[config.mk]
export PLATFORM = sky130hd
export DESIGN_NAME = serial_frame_tx_flat
export DESIGN_NICKNAME = d
export VERILOG_FILES = /design/src/rtl/serial_frame_tx_pkg.sv /design/src/rtl/serial_frame_tx_if.sv /design/src/rtl/serial_frame_tx_send_edge_detect.sv /design/src/rtl/serial_frame_tx.sv /design/src/flat_wrapper.sv
export SDC_FILE = /design/constraint.sdc
export NUM_CORES = 1
export LEC_CHECK = 0
export CORE_UTILIZATION = 45
export CTS_CLUSTER_SIZE = 25
export DETAILED_ROUTE_END_ITERATION = 16
export GPL_ROUTABILITY_DRIVEN = 0
export PLACE_DENSITY = 0.62
export REMOVE_ABC_BUFFERS = 1
export SYNTH_ARGS = -nofsm -noshare
export SYNTH_HDL_FRONTEND = slang
export SYNTH_HIERARCHICAL = 1
export SYNTH_SLANG_ARGS = --single-unit
[constraint.sdc]
create_clock -name Clk -period 2.1 [get_ports Clk]
set_input_delay 0.63 -clock Clk [delete_from_list [all_inputs] [get_ports Clk]]
set_output_delay 0.63 -clock Clk [all_outputs]
set_load 0.05 [all_outputs]
[src/rtl/serial_frame_tx_pkg.sv]
// ---------------------------------------------------------------------------
// serial_pkg
// Shared types and helpers for the serial frame transmitter.
//   state_t   : transmitter FSM states (idle, shifting a frame, inter-frame gap)
//   par()     : parity bit of a word, zero-extended to PAR_MAX_W bits
//               (zero-extension does not change the XOR reduction)
//   frame_len : number of SDout cycles in one frame (start + data + parity)
//   max_int   : elaboration-time max, used for counter sizing
// ---------------------------------------------------------------------------
package serial_pkg;

  typedef enum logic [1:0] {
    ST_IDLE  = 2'd0,
    ST_SHIFT = 2'd1,
    ST_GAP   = 2'd2
  } state_t;

  // Widest data word the parity helper accepts.
  localparam int PAR_MAX_W = 64;

  // odd = 0: even parity (bit = ^data); odd = 1: bit = ~^data.
  function automatic logic par(input logic [PAR_MAX_W-1:0] data, input logic odd);
    return (^data) ^ odd;
  endfunction

  function automatic int frame_len(input int data_w, input int p);
    return 1 + data_w + p;
  endfunction

  function automatic int max_int(input int a, input int b);
    return (a > b) ? a : b;
  endfunction

endpackage

[src/rtl/serial_frame_tx_if.sv]
// ---------------------------------------------------------------------------
// serial_frame_tx_if
// Request and serial-link signals of the serial frame transmitter.
//   Send    : request, rising edge starts or queues a frame (master -> slave)
//   PDin    : DATA_W-bit parallel word                          (master -> slave)
//   SCout   : forwarded clock                                   (slave -> master)
//   SDout   : registered serial data, idle 0                    (slave -> master)
//   Busy    : frame or gap in progress                          (slave -> master)
//   Accept  : one-cycle pulse, request captured                 (slave -> master)
//   Overrun : one-cycle pulse, request dropped, hold full       (slave -> master)
// The slave modport is the transmitter side.
// ---------------------------------------------------------------------------
interface serial_frame_tx_if #(
  parameter int DATA_W = 8
);

  logic              Send;
  logic [DATA_W-1:0] PDin;
  logic              SCout;
  logic              SDout;
  logic              Busy;
  logic              Accept;
  logic              Overrun;

  modport master (
    output Send, PDin,
    input  SCout, SDout, Busy, Accept, Overrun
  );

  modport slave (
    input  Send, PDin,
    output SCout, SDout, Busy, Accept, Overrun
  );

endinterface

[src/rtl/serial_frame_tx_send_edge_detect.sv]
// ---------------------------------------------------------------------------
// send_edge_detect
// Registers Send and produces a one-cycle req on a 0->1 transition.
//   Clk  : clock
//   Rst  : synchronous active-high reset
//   Send : raw request level
//   req  : Send & ~Send_q
// Send_q resets to 1 so a Send held high through reset does not fire.
// ---------------------------------------------------------------------------
module send_edge_detect (
  input  logic Clk,
  input  logic Rst,
  input  logic Send,
  output logic req
);

  logic send_q;

  always_ff @(posedge Clk) begin
    if (Rst) begin
      send_q <= 1'b1;
    end else begin
      send_q <= Send;
    end
  end

  assign req = Send & ~send_q;

endmodule

[src/rtl/serial_frame_tx.sv]
// ---------------------------------------------------------------------------
// serial_frame_tx
// Serial frame transmitter: start bit (1), DATA_W data bits MSB first and an
// optional parity bit, followed by GAP forced-zero cycles. A one-deep hold
// buffer allows back-to-back frames.
// Parameters:
//   DATA_W     : data bits per frame (1..64)
//   GAP        : idle cycles forced after each frame
//   ODD_PARITY : 0 even parity, 1 odd parity (only used with parity enabled)
// Ports:
//   Clk : clock, all logic on posedge
//   Rst : synchronous active-high reset
//   bus : serial_frame_tx_if.slave (Send, PDin, SCout, SDout, Busy,
//         Accept, Overrun)
// Configuration macro:
//   SERIAL_TX_PARITY_EN : when defined a parity bit is appended to each frame.
// ---------------------------------------------------------------------------
module serial_frame_tx
  import serial_pkg::*;
#(
  parameter int DATA_W     = 8,
  parameter int GAP        = 0,
  parameter bit ODD_PARITY = 1'b0
) (
  input logic              Clk,
  input logic              Rst,
  serial_frame_tx_if.slave bus
);

`ifdef SERIAL_TX_PARITY_EN
  localparam int P = 1;
`else
  localparam int P = 0;
`endif

  // The shift register always has room for the parity slot; without parity
  // the counter simply stops before that slot is shifted out.
  localparam int SH_W  = DATA_W + 1;
  localparam int CNT_W = $clog2(max_int(DATA_W + P + 1, GAP + 1));
  localparam logic [CNT_W-1:0] BITS_LOAD = CNT_W'(frame_len(DATA_W, P) - 1);
  localparam logic [CNT_W-1:0] GAP_LOAD  = CNT_W'(max_int(GAP - 1, 0));
  localparam bit HAS_GAP = (GAP > 0);

  state_t            state;
  state_t            next_state;
  logic              req;
  logic [SH_W-1:0]   sh;
  logic [CNT_W-1:0]  cnt;
  logic [DATA_W-1:0] hold;
  logic              hold_valid;
  logic              sd_out;
  logic              accept;
  logic              overrun;

  logic              frame_end;
  logic              to_gap;
  logic              start_frame;
  logic              use_hold;
  logic              capture_hold;
  logic              hold_valid_next;
  logic              accept_next;
  logic              overrun_next;
  logic [DATA_W-1:0] start_word;
  logic [SH_W-1:0]   frame_bits;

  send_edge_detect u_edge (
    .Clk  (Clk),
    .Rst  (Rst),
    .Send (bus.Send),
    .req  (req)
  );

  // State register.
  always_ff @(posedge Clk) begin
    if (Rst) begin
      state <= ST_IDLE;
    end else begin
      state <= next_state;
    end
  end

  // Next-state logic.
  always_comb begin
    next_state = state;
    unique case (state)
      ST_IDLE: begin
        if (start_frame) next_state = ST_SHIFT;
      end
      ST_SHIFT: begin
        if (to_gap)         next_state = ST_GAP;
        else if (frame_end) next_state = start_frame ? ST_SHIFT : ST_IDLE;
      end
      ST_GAP: begin
        if (frame_end) next_state = start_frame ? ST_SHIFT : ST_IDLE;
      end
      default: next_state = ST_IDLE;
    endcase
  end

  // Output/control decode. At frame-end a held word has priority over a new
  // request; the request then refills the hold that was just freed.
  always_comb begin
    frame_end       = 1'b0;
    to_gap          = 1'b0;
    start_frame     = 1'b0;
    use_hold        = 1'b0;
    capture_hold    = 1'b0;
    accept_next     = 1'b0;
    overrun_next    = 1'b0;
    hold_valid_next = hold_valid;

    if (state == ST_SHIFT && cnt == '0) begin
      if (HAS_GAP) to_gap    = 1'b1;
      else         frame_end = 1'b1;
    end
    if (state == ST_GAP && cnt == '0) frame_end = 1'b1;

    if (state == ST_IDLE) begin
      start_frame = req;
      accept_next = req;
    end else if (frame_end) begin
      start_frame  = hold_valid | req;
      use_hold     = hold_valid;
      capture_hold = hold_valid & req;
      accept_next  = req;
    end else if (req) begin
      capture_hold = ~hold_valid;
      accept_next  = ~hold_valid;
      overrun_next = hold_valid;
    end

    if (capture_hold)  hold_valid_next = 1'b1;
    else if (use_hold) hold_valid_next = 1'b0;

    start_word = use_hold ? hold : bus.PDin;
    frame_bits = {start_word, par(PAR_MAX_W'(start_word), ODD_PARITY)};
  end

  // Datapath: shift register, shared bit/gap counter, hold buffer, pulses.
  always_ff @(posedge Clk) begin
    if (Rst) begin
      sh         <= '0;
      cnt        <= '0;
      hold       <= '0;
      hold_valid <= 1'b0;
      sd_out     <= 1'b0;
      accept     <= 1'b0;
      overrun    <= 1'b0;
    end else begin
      accept     <= accept_next;
      overrun    <= overrun_next;
      hold_valid <= hold_valid_next;
      if (capture_hold) hold <= bus.PDin;

      if (start_frame) begin
        sd_out <= 1'b1;
        sh     <= frame_bits;
        cnt    <= BITS_LOAD;
      end else if (state == ST_SHIFT && cnt != '0) begin
        sd_out <= sh[SH_W-1];
        sh     <= {sh[SH_W-2:0], 1'b0};
        cnt    <= cnt - 1'b1;
      end else if (to_gap) begin
        sd_out <= 1'b0;
        cnt    <= GAP_LOAD;
      end else if (state == ST_GAP && cnt != '0) begin
        sd_out <= 1'b0;
        cnt    <= cnt - 1'b1;
      end else begin
        sd_out <= 1'b0;
      end
    end
  end

  assign bus.SCout   = Clk;
  assign bus.SDout   = sd_out;
  assign bus.Busy    = (state != ST_IDLE);
  assign bus.Accept  = accept;
  assign bus.Overrun = overrun;

endmodule

[src/flat_wrapper.sv]
// flat-port wrapper written by rule: the top's interface ports become plain ports
module serial_frame_tx_flat import serial_pkg::*;
#(
  parameter int DATA_W     = 8,
  parameter int GAP        = 0,
  parameter bit ODD_PARITY = 1'b0
)
  (Clk, Rst, bus_Send, bus_PDin, bus_SCout, bus_SDout, bus_Busy, bus_Accept, bus_Overrun);
  serial_frame_tx_if #(.DATA_W(DATA_W)) bus_i ();
  input logic Clk;
  input logic Rst;
  input wire logic [$bits(bus_i.Send)-1:0] bus_Send;
  input wire logic [$bits(bus_i.PDin)-1:0] bus_PDin;
  output wire logic [$bits(bus_i.SCout)-1:0] bus_SCout;
  output wire logic [$bits(bus_i.SDout)-1:0] bus_SDout;
  output wire logic [$bits(bus_i.Busy)-1:0] bus_Busy;
  output wire logic [$bits(bus_i.Accept)-1:0] bus_Accept;
  output wire logic [$bits(bus_i.Overrun)-1:0] bus_Overrun;
  assign bus_i.Send = bus_Send;
  assign bus_i.PDin = bus_PDin;
  assign bus_SCout = bus_i.SCout;
  assign bus_SDout = bus_i.SDout;
  assign bus_Busy = bus_i.Busy;
  assign bus_Accept = bus_i.Accept;
  assign bus_Overrun = bus_i.Overrun;
  serial_frame_tx #(.DATA_W(DATA_W), .GAP(GAP), .ODD_PARITY(ODD_PARITY)) u_core (.Clk(Clk), .Rst(Rst), .bus(bus_i));
endmodule
# After elaboration in Yosys (flattened, before gate mapping)
# Index checks and enable logic that the tools add are counted.
# W data, S select, Z words.
[classes]
n_bitwise = 6
n_mux = 25
n_addsub = 1
n_reduce_logical = 17
eq_ne = 4
[op_table]
columns = ["op", "n"]
rows = [
  ["$reduce_xor A64 Y1", 1],
  ["$mux W9", 2],
  ["$mux W1", 16],
  ["$mux W4", 3],
  ["$mux W8", 1],
  ["$reduce_bool A2 Y1", 4],
  ["$logic_and A1 B1 Y1", 4],
  ["$logic_not A4 Y1", 1],
  ["$mux W2", 2],
  ["$ne A2 B1 Y1 const B", 2],
  ["$pmux W2 S2", 1],
  ["$reduce_bool A4 Y1", 1],
  ["$reduce_or A2 Y1", 2],
  ["$reduce_or A4 Y1", 1],
  ["$sub A4 B1 Y4 const B", 1],
  ["$not A1 Y1", 3],
  ["$reduce_bool A3 Y1", 1],
  ["$and A1 B1 Y1", 2],
  ["$eq A2 B1 Y1 const B", 1],
  ["$eq A2 B2 Y1 const B", 1],
  ["$logic_not A2 Y1", 1],
  ["$reduce_and A2 Y1", 1],
  ["$or A1 B1 Y1", 1],
]
[totals]
out_inout_bits = 5
wordCells = 63
inputBits = 11
regBits = 28

# Longest topological paths before layout
# Gate-level depths: netlist of the first run.
[depth]
ltp_word = 9
depth_mapped = 9
mapped_depth_nobuf = 7

# Cells and area by module
# Netlist of the first run, hierarchy kept.
[by_module_without_submodules]
columns = ["module", "seq_area_each_um2", "cells_per_inst", "area_per_inst_um2", "n_inst"]
rows = [
  ["serial_frame_tx", 520.5, 145, 1348.8, 1],
  ["send_edge_detect", 20.0, 3, 32.5, 1],
]

==> results of run 1 <==
==> cell type report <==
type	count	area share
sequential	27	0.3278
inverter	3	0.006829
timing repair buffer	28	0.1449
clock buffer	8	0.03642
tap	31	0.02352
multi-input combinational	109	0.4605
==> worst min-delay path by stage <==
stage / startpoint / slack [ns] / to / cells past startpoint
after global placement: u_core/sh[8]$_SDFFE_PP0P_ / 0.45 / u_core/bus.SDout$_SDFF_PP0_ / 2
after global routing: u_core/sh[0]$_SDFFE_PP0P_ / 0.53 / u_core/sh[0]$_SDFFE_PP0P_ / 2
after CTS: u_core/sh[8]$_SDFFE_PP0P_ / 0.47 / u_core/bus.SDout$_SDFF_PP0_ / 2
after detailed placement: u_core/sh[8]$_SDFFE_PP0P_ / 0.45 / u_core/bus.SDout$_SDFF_PP0_ / 2
final: u_core/sh[8]$_SDFFE_PP0P_ / 0.47 / u_core/bus.SDout$_SDFF_PP0_ / 2
after floorplan: u_core/sh[8]$_SDFFE_PP0P_ / 0.43 / u_core/bus.SDout$_SDFF_PP0_ / 2
==> power breakdown <==
| group | total [uW] | switching (uW) | internal [uW] |
|---|---|---|---|
| clock | 424 | 249 | 175 |
| sequential | 535 | 8.34 | 527 |
| combinational | 135 | 61.3 | 73.9 |
| total | 1090 | 318 | 776 |
==> critical path, cell delays in order <==
cell      delay (ns)
clkbuf_4        0.11
clkbuf_4        0.13
buf_6           0.14
==> routing by layer <==
layer  part of all wire  routed length [um]
met2               0.50                1294
met1               0.47                1209
met5                  0                   0
met3              0.026                  68
met4             0.0077                  20
==> flip-flops by register name, indices dropped and copies added, names as in the netlist <==
register / cells
u_core/u_edge/send_q: 1
u_core/bus.SDout: 1
u_core/hold_valid: 1
u_core/sh: 9
u_core/state: 1
u_core/hold: 8
u_core/cnt: 4
u_core/bus.Overrun: 1
u_core/bus.Accept: 1
==> kinds of logic after synthesis <==
family                   Yosys count  share of synthesized area
AO/OA/AOI/OAI                     18                    0.09782
XOR/XNOR                          18                     0.1141
adder cells (fa/ha/maj)            1                   0.009057
buffers and inverters             12                    0.06250
flip-flops                        27                     0.3913
multiplexers                      16                     0.1168
AND/OR/NAND/NOR                   56                     0.2084
==> per-stage QoR <==
stage	area [sq um]	TNS [ns]	total power [uW]
floorplan	1306	-0.01805	616.5
global placement	1598	-0.4637	788.9
detailed placement	1598	-0.8994	792.2
CTS	1638	-0.02026	1081
global route	1649	0	1149
finish	1649	0	1094
==> cells in the mapped netlist (all sizes together) <==
cell / number
a211oi: 7
nor2: 13
or3b: 1
nor3: 2
nand3b: 1
nor2b: 1
a221oi: 1
nand3: 1
or2: 1
a21oi: 5
buf: 7
and2: 3
dfxtp: 27
clkbuf: 2
nor3b: 1
nor4: 1
nand2b: 1
o21ai: 3
and3: 8
ha: 1
o311ai: 1
xor2: 2
nand2: 21
or4: 1
a2111oi: 1
mux2i: 15
mux2: 1
xnor2: 16
inv: 3
==> what timing repair did <==
| action | in CTS | in global routing |
|---|---|---|
| buffers inserted | 0 | 0 |
| cloned | 0 | 0 |
| setup endpoints to repair | 4 | 9 |
| resized for setup | 8 | 4 |
==> metrics.yaml, run 1 <==
run_status:
  status: "completed"
placement:
  dp_slack_ns: -0.2521
  port_buffers: 15
  hpwl_um: 1924
  place_inst: 199
critical_path:
  crit-reg2reg-capture: "u_core/sh[0]$_SDFFE_PP0P_"
  worstSetupStartpointType: "clock port"
  critical_path_required_ns: 1.47
  critPathCapture: "bus_SCout"
  rr_worst_depth: 7
  crit-reg2reg-launch: "u_core/cnt[0]$_SDFFE_PP0P_"
  crit_path_start: "Clk"
  cp.arrival_ns: 1.43
  regToRegSetupSlack_ns: 0.23
  end_kind: "primary output"
  worstSetupPathType: "clk2out"
  cp_max_fo: 2
synthesis:
  netlist.area_leader.share: 0.3913
  syn_inst: 148
  yosys_warnings: 6
  avgSynthCellArea_sq_um: 9.333
  ys_types: 34
  synthTopCellsByArea: "dfxtp_1 (39%), mux2i_1 (11%), xnor2_1 (10%), nand2_1 (5.4%), a211oi_1 (3.8%)"
  synth.ff_latch_count: 27
  synth_seq_area_share: 0.3913
  synth_area_sq_mm: 0.001381
  yosysTopAreaCell: "dfxtp_1"
grt:
  use_met1: 0.2244
  top_usage_layer: "met2"
  globalRouteTotalUtil: 0.1798
  antenna_found_initial: 0
  grtUsageMet2: 0.2940
  grt_overflow_total: 0
  grt_max_degree: 28
  grt_pass1_vias: 1015
  grt_util_met3: 0.02721
  grt_pass1_wl_um: 4409
routing:
  ant_nets: 0
  drtIter0Drc: 26
  dr.pass1.iters: 4
  wl_um: 2592
  wl_per_cell_um: 12.58
  drc_errors: 0
  viasPerCell: 5.131
  num_vias: 1057
pwr:
  peakVddDrop_v: 0.0007888
  power.leakage_uw: 0.0006469
  p_per_area_mw_per_mm2: 663.5
cells_and_area:
  fin_util: 0.5829
  register_area_sq_um: 540.5
  area_growth_pct: 19.38
  layout_common_cells: "dfxtp_1 (27), nand2_1 (20), xnor2_1 (16), buf_4 (15), mux2i_1 (15)"
  stdcell_count: 206
  drive_gt1_frac: 0.1829
  multi_input_area_sq_um: 759.5
  num-nets-final: 188
  diodes: 0
  nFillCells: 268
  mostFrequentLayoutCell: "dfxtp_1"
floorplanning:
  die_h_um: 57.41
  placementRows: 19
  coreArea_sq_mm: 0.002829
  num_io_pins: 16
  initial_core_util: 0.4883
  die_x_um: 57.41
  dieArea_sq_mm: 0.003295
sta:
  max-slew-margin-rel: 0.6775
  hold-worst-slack_ns: 0.4701
  slew_viol_final: 0
  hold_violations: 0
  worstMarginPinSlew_ns: 0.4856
  skew_ns: 0.004036
  fin_ws_ns: 0.03957
  setup_viol: 0
  rsz0062_at_grt: "no"
clock_network:
  insertion_delay_ns: 0.42
  path_clk_slew_ns: 0.14
  cts_tree: "built"
  hold_buffers: 0
job:
  cap_violations: 0
hold_path:
  hold_path_class: "reg2reg"
Note: power is estimated with default switching activity, not from simulation.
==> inputs of run 2 (changes only) <==
- CORE_UTILIZATION: 45 -> 25
- CTS_CLUSTER_DIAMETER: unset -> 150
- PLACE_DENSITY: 0.62 -> 0.38
==> run 2 against run 1 <==
Worst setup slack got worse by 0.013 ns. Die area up 77%. Register-to-register slack worse by 0.05 ns. Sequential share of layout area is 1.8 points lower. Clock-buffer cell count unchanged. Clock power is 33% higher. Worst hold slack got worse by 0.0083 ns. Sequential power about the same.
==> metrics.yaml, run 2 (same netlist as run 1, synthesis figures left out) <==
routing:
  num_vias: 1075  # was 1057
  dr.pass1.iters: 4  # unchanged
  wl_um: 2804  # was 2592 um
  drtIter0Drc: 41  # was 26
  drc_errors: 0  # unchanged
  ant_nets: 0  # unchanged
  viasPerCell: 4.352  # was 5.131
  wl_per_cell_um: 11.35  # was 12.58 um
critical_path:
  critical_path_required_ns: 1.47  # about the same
  worstSetupStartpointType: "clock port"  # unchanged
  end_kind: "primary output"  # unchanged
  cp_max_fo: 2  # unchanged
  rr_worst_depth: 8  # was 7
  cp.arrival_ns: 1.44  # was 1.43 ns
  worstSetupPathType: "clk2out"  # unchanged
floorplanning:
  num_io_pins: 16  # unchanged
  initial_core_util: 0.2654  # was 0.4883
  placementRows: 26  # was 19
  coreArea_sq_mm: 0.005205  # was 0.002829 sq mm
  die_x_um: 76.33  # was 57.41 um
  die_h_um: 76.33  # was 57.41 um
  dieArea_sq_mm: 0.005826  # was 0.003295 sq mm
cells_and_area:
  diodes: 0  # unchanged
  reg_top3: "u_core/sh x9, u_core/hold x8, u_core/cnt x4"  # unchanged
  nFillCells: 578  # was 268
  layout_common_cells: "dfxtp_1 (27), nand2_1 (20), buf_4 (19), xnor2_1 (16), mux2i_1 (15)"  # was dfxtp_1 (27), nand2_1 (20), xnor2_1 (16), buf_4 (15), mux2i_1 (15)
  drive_gt1_frac: 0.1977  # was 0.1829
  register_area_sq_um: 540.5  # unchanged
  final_area_sq_mm: 0.001745  # was 0.001649 sq mm
  top_register: "u_core/sh"  # unchanged
  num-nets-final: 190  # was 188
  multi_input_area_sq_um: 754.5  # was 759.5 sq um
  area_growth_pct: 26.36  # was 19.38%
  mostFrequentLayoutCell: "dfxtp_1"  # unchanged
  largest_register_ffs: 9  # unchanged
sta:
  tns_ns: 0  # unchanged
  hold_violations: 0  # unchanged
  skew_ns: 0.003269  # was 0.004036 ns
  setup_viol: 0  # unchanged
  max-slew-margin-rel: 0.6799  # was 0.6775
  worstMarginPinSlew_ns: 0.4821  # was 0.4856 ns
  rsz0062_at_grt: "no"  # unchanged
  slew_viol_final: 0  # unchanged
pwr:
  clockPowerShare: 0.456  # was 0.387
  p_per_area_mw_per_mm2: 706.4  # was 663.5 mW/mm^2
  netSwitchingFraction: 0.2681  # was 0.2909
  power.leakage_uw: 0.0006659  # was 0.0006469 uW
  combPwrFrac: 0.112  # was 0.124
  power.share.sequential: 0.432  # was 0.489
  switchingPower_uw: 330.6  # was 318.3 uW
  peakVddDrop_v: 0.0005573  # was 0.0007888 V
  cellInternalPower_uw: 902.4  # was 775.8 uW
placement:
  hpwl_um: 2039  # was 1924 um
  port_buffers: 15  # unchanged
  placed_area_sq_mm: 0.001657  # was 0.001598 sq mm
hold_path:
  min_path_cells: 2  # unchanged
  hold_path_class: "reg2reg"  # unchanged
grt:
  grt_pass1_wl_um: 4940  # was 4409 um
  grt_overflow_total: 0  # unchanged
  antenna_found_initial: 0  # unchanged
  globalRouteTotalUtil: 0.1086  # was 0.1798
  grt_max_degree: 18  # was 28
  grt_pass1_vias: 1057  # was 1015
clock_network:
  insertion_delay_ns: 0.37  # was 0.42 ns
  hold_buffers: 0  # unchanged
  cts_tree: "built"  # unchanged
  cts_setup_buffers: 0  # unchanged
  path_clk_slew_ns: 0.09  # was 0.14 ns
run_status:
  status: "completed"  # unchanged
job:
  cap_violations: 0  # unchanged
[run 2: critical path: stages]
cell      delay [ns]
clkbuf_8        0.11
clkbuf_8        0.12
clkbuf_8        0.16
[run 2: metrics by stage]
step	setup WS [ns]	hold WS (ns)	std cells	util	power [uW]
3_5_place_dp	-0.2521	0.4525	240	0.3183	794.5
2_1_floorplan	-0.01805	0.4305	139	-	616.5
5_1_grt	0.01651	0.4797	247	0.3353	1311
4_1_cts	0.02033	0.4669	247	0.3353	1264
3_3_place_gp	-0.2521	0.4548	240	0.3183	794.6
6_report	0.02614	0.4618	247	0.3353	1233
[run 2: path summary, 6_finish.rpt]
| kind | endpoint | startpoint | slack [ns] |
|---|---|---|---|
| max | bus_SCout | Clk | 0.03 |
| max reg2reg | u_core/sh[0]$_SDFFE_PP0P_ | u_core/cnt[0]$_SDFFE_PP0P_ | 0.18 |
| min reg2reg | u_core/bus.SDout$_SDFF_PP0_ | u_core/sh[8]$_SDFFE_PP0P_ | 0.46 |
| min | u_core/bus.SDout$_SDFF_PP0_ | u_core/sh[8]$_SDFFE_PP0P_ | 0.46 |
[run 2: power groups by stage]
stage / sequential, uW / clock, uW / combinational [uW]
after global placement: 545 / 110 / 140
after global routing: 535 / 623 / 153
after CTS: 533 / 591 / 140
final: 533 / 562 / 138
after floorplan: 550 / 0 / 66.4
after detailed placement: 545 / 110 / 140
[run 2: metal layers]
metal / GRT usage / vias up / part of all wire
met3: 0.02275 / 5 / 0.027
met4: 0.06154 / 0 / 0.015
met1: 0.1407 / 494 / 0.51
li1: - / 559 / -
met5: 0 / - / 0
met2: 0.1667 / 17 / 0.45
[run 2: what timing repair did]
item                                    CTS  global route
endpoints found under the hold margin     0             0
endpoints found under the setup margin    2             0
resized for setup                         7             0
[run 2: cell type report]
class / count / share of cell area
clock buffer: 8 / 0.05735
tap: 70 / 0.05018
multi-input combinational: 109 / 0.4323
inverter: 3 / 0.006452
sequential: 27 / 0.3097
timing repair buffer: 30 / 0.1441
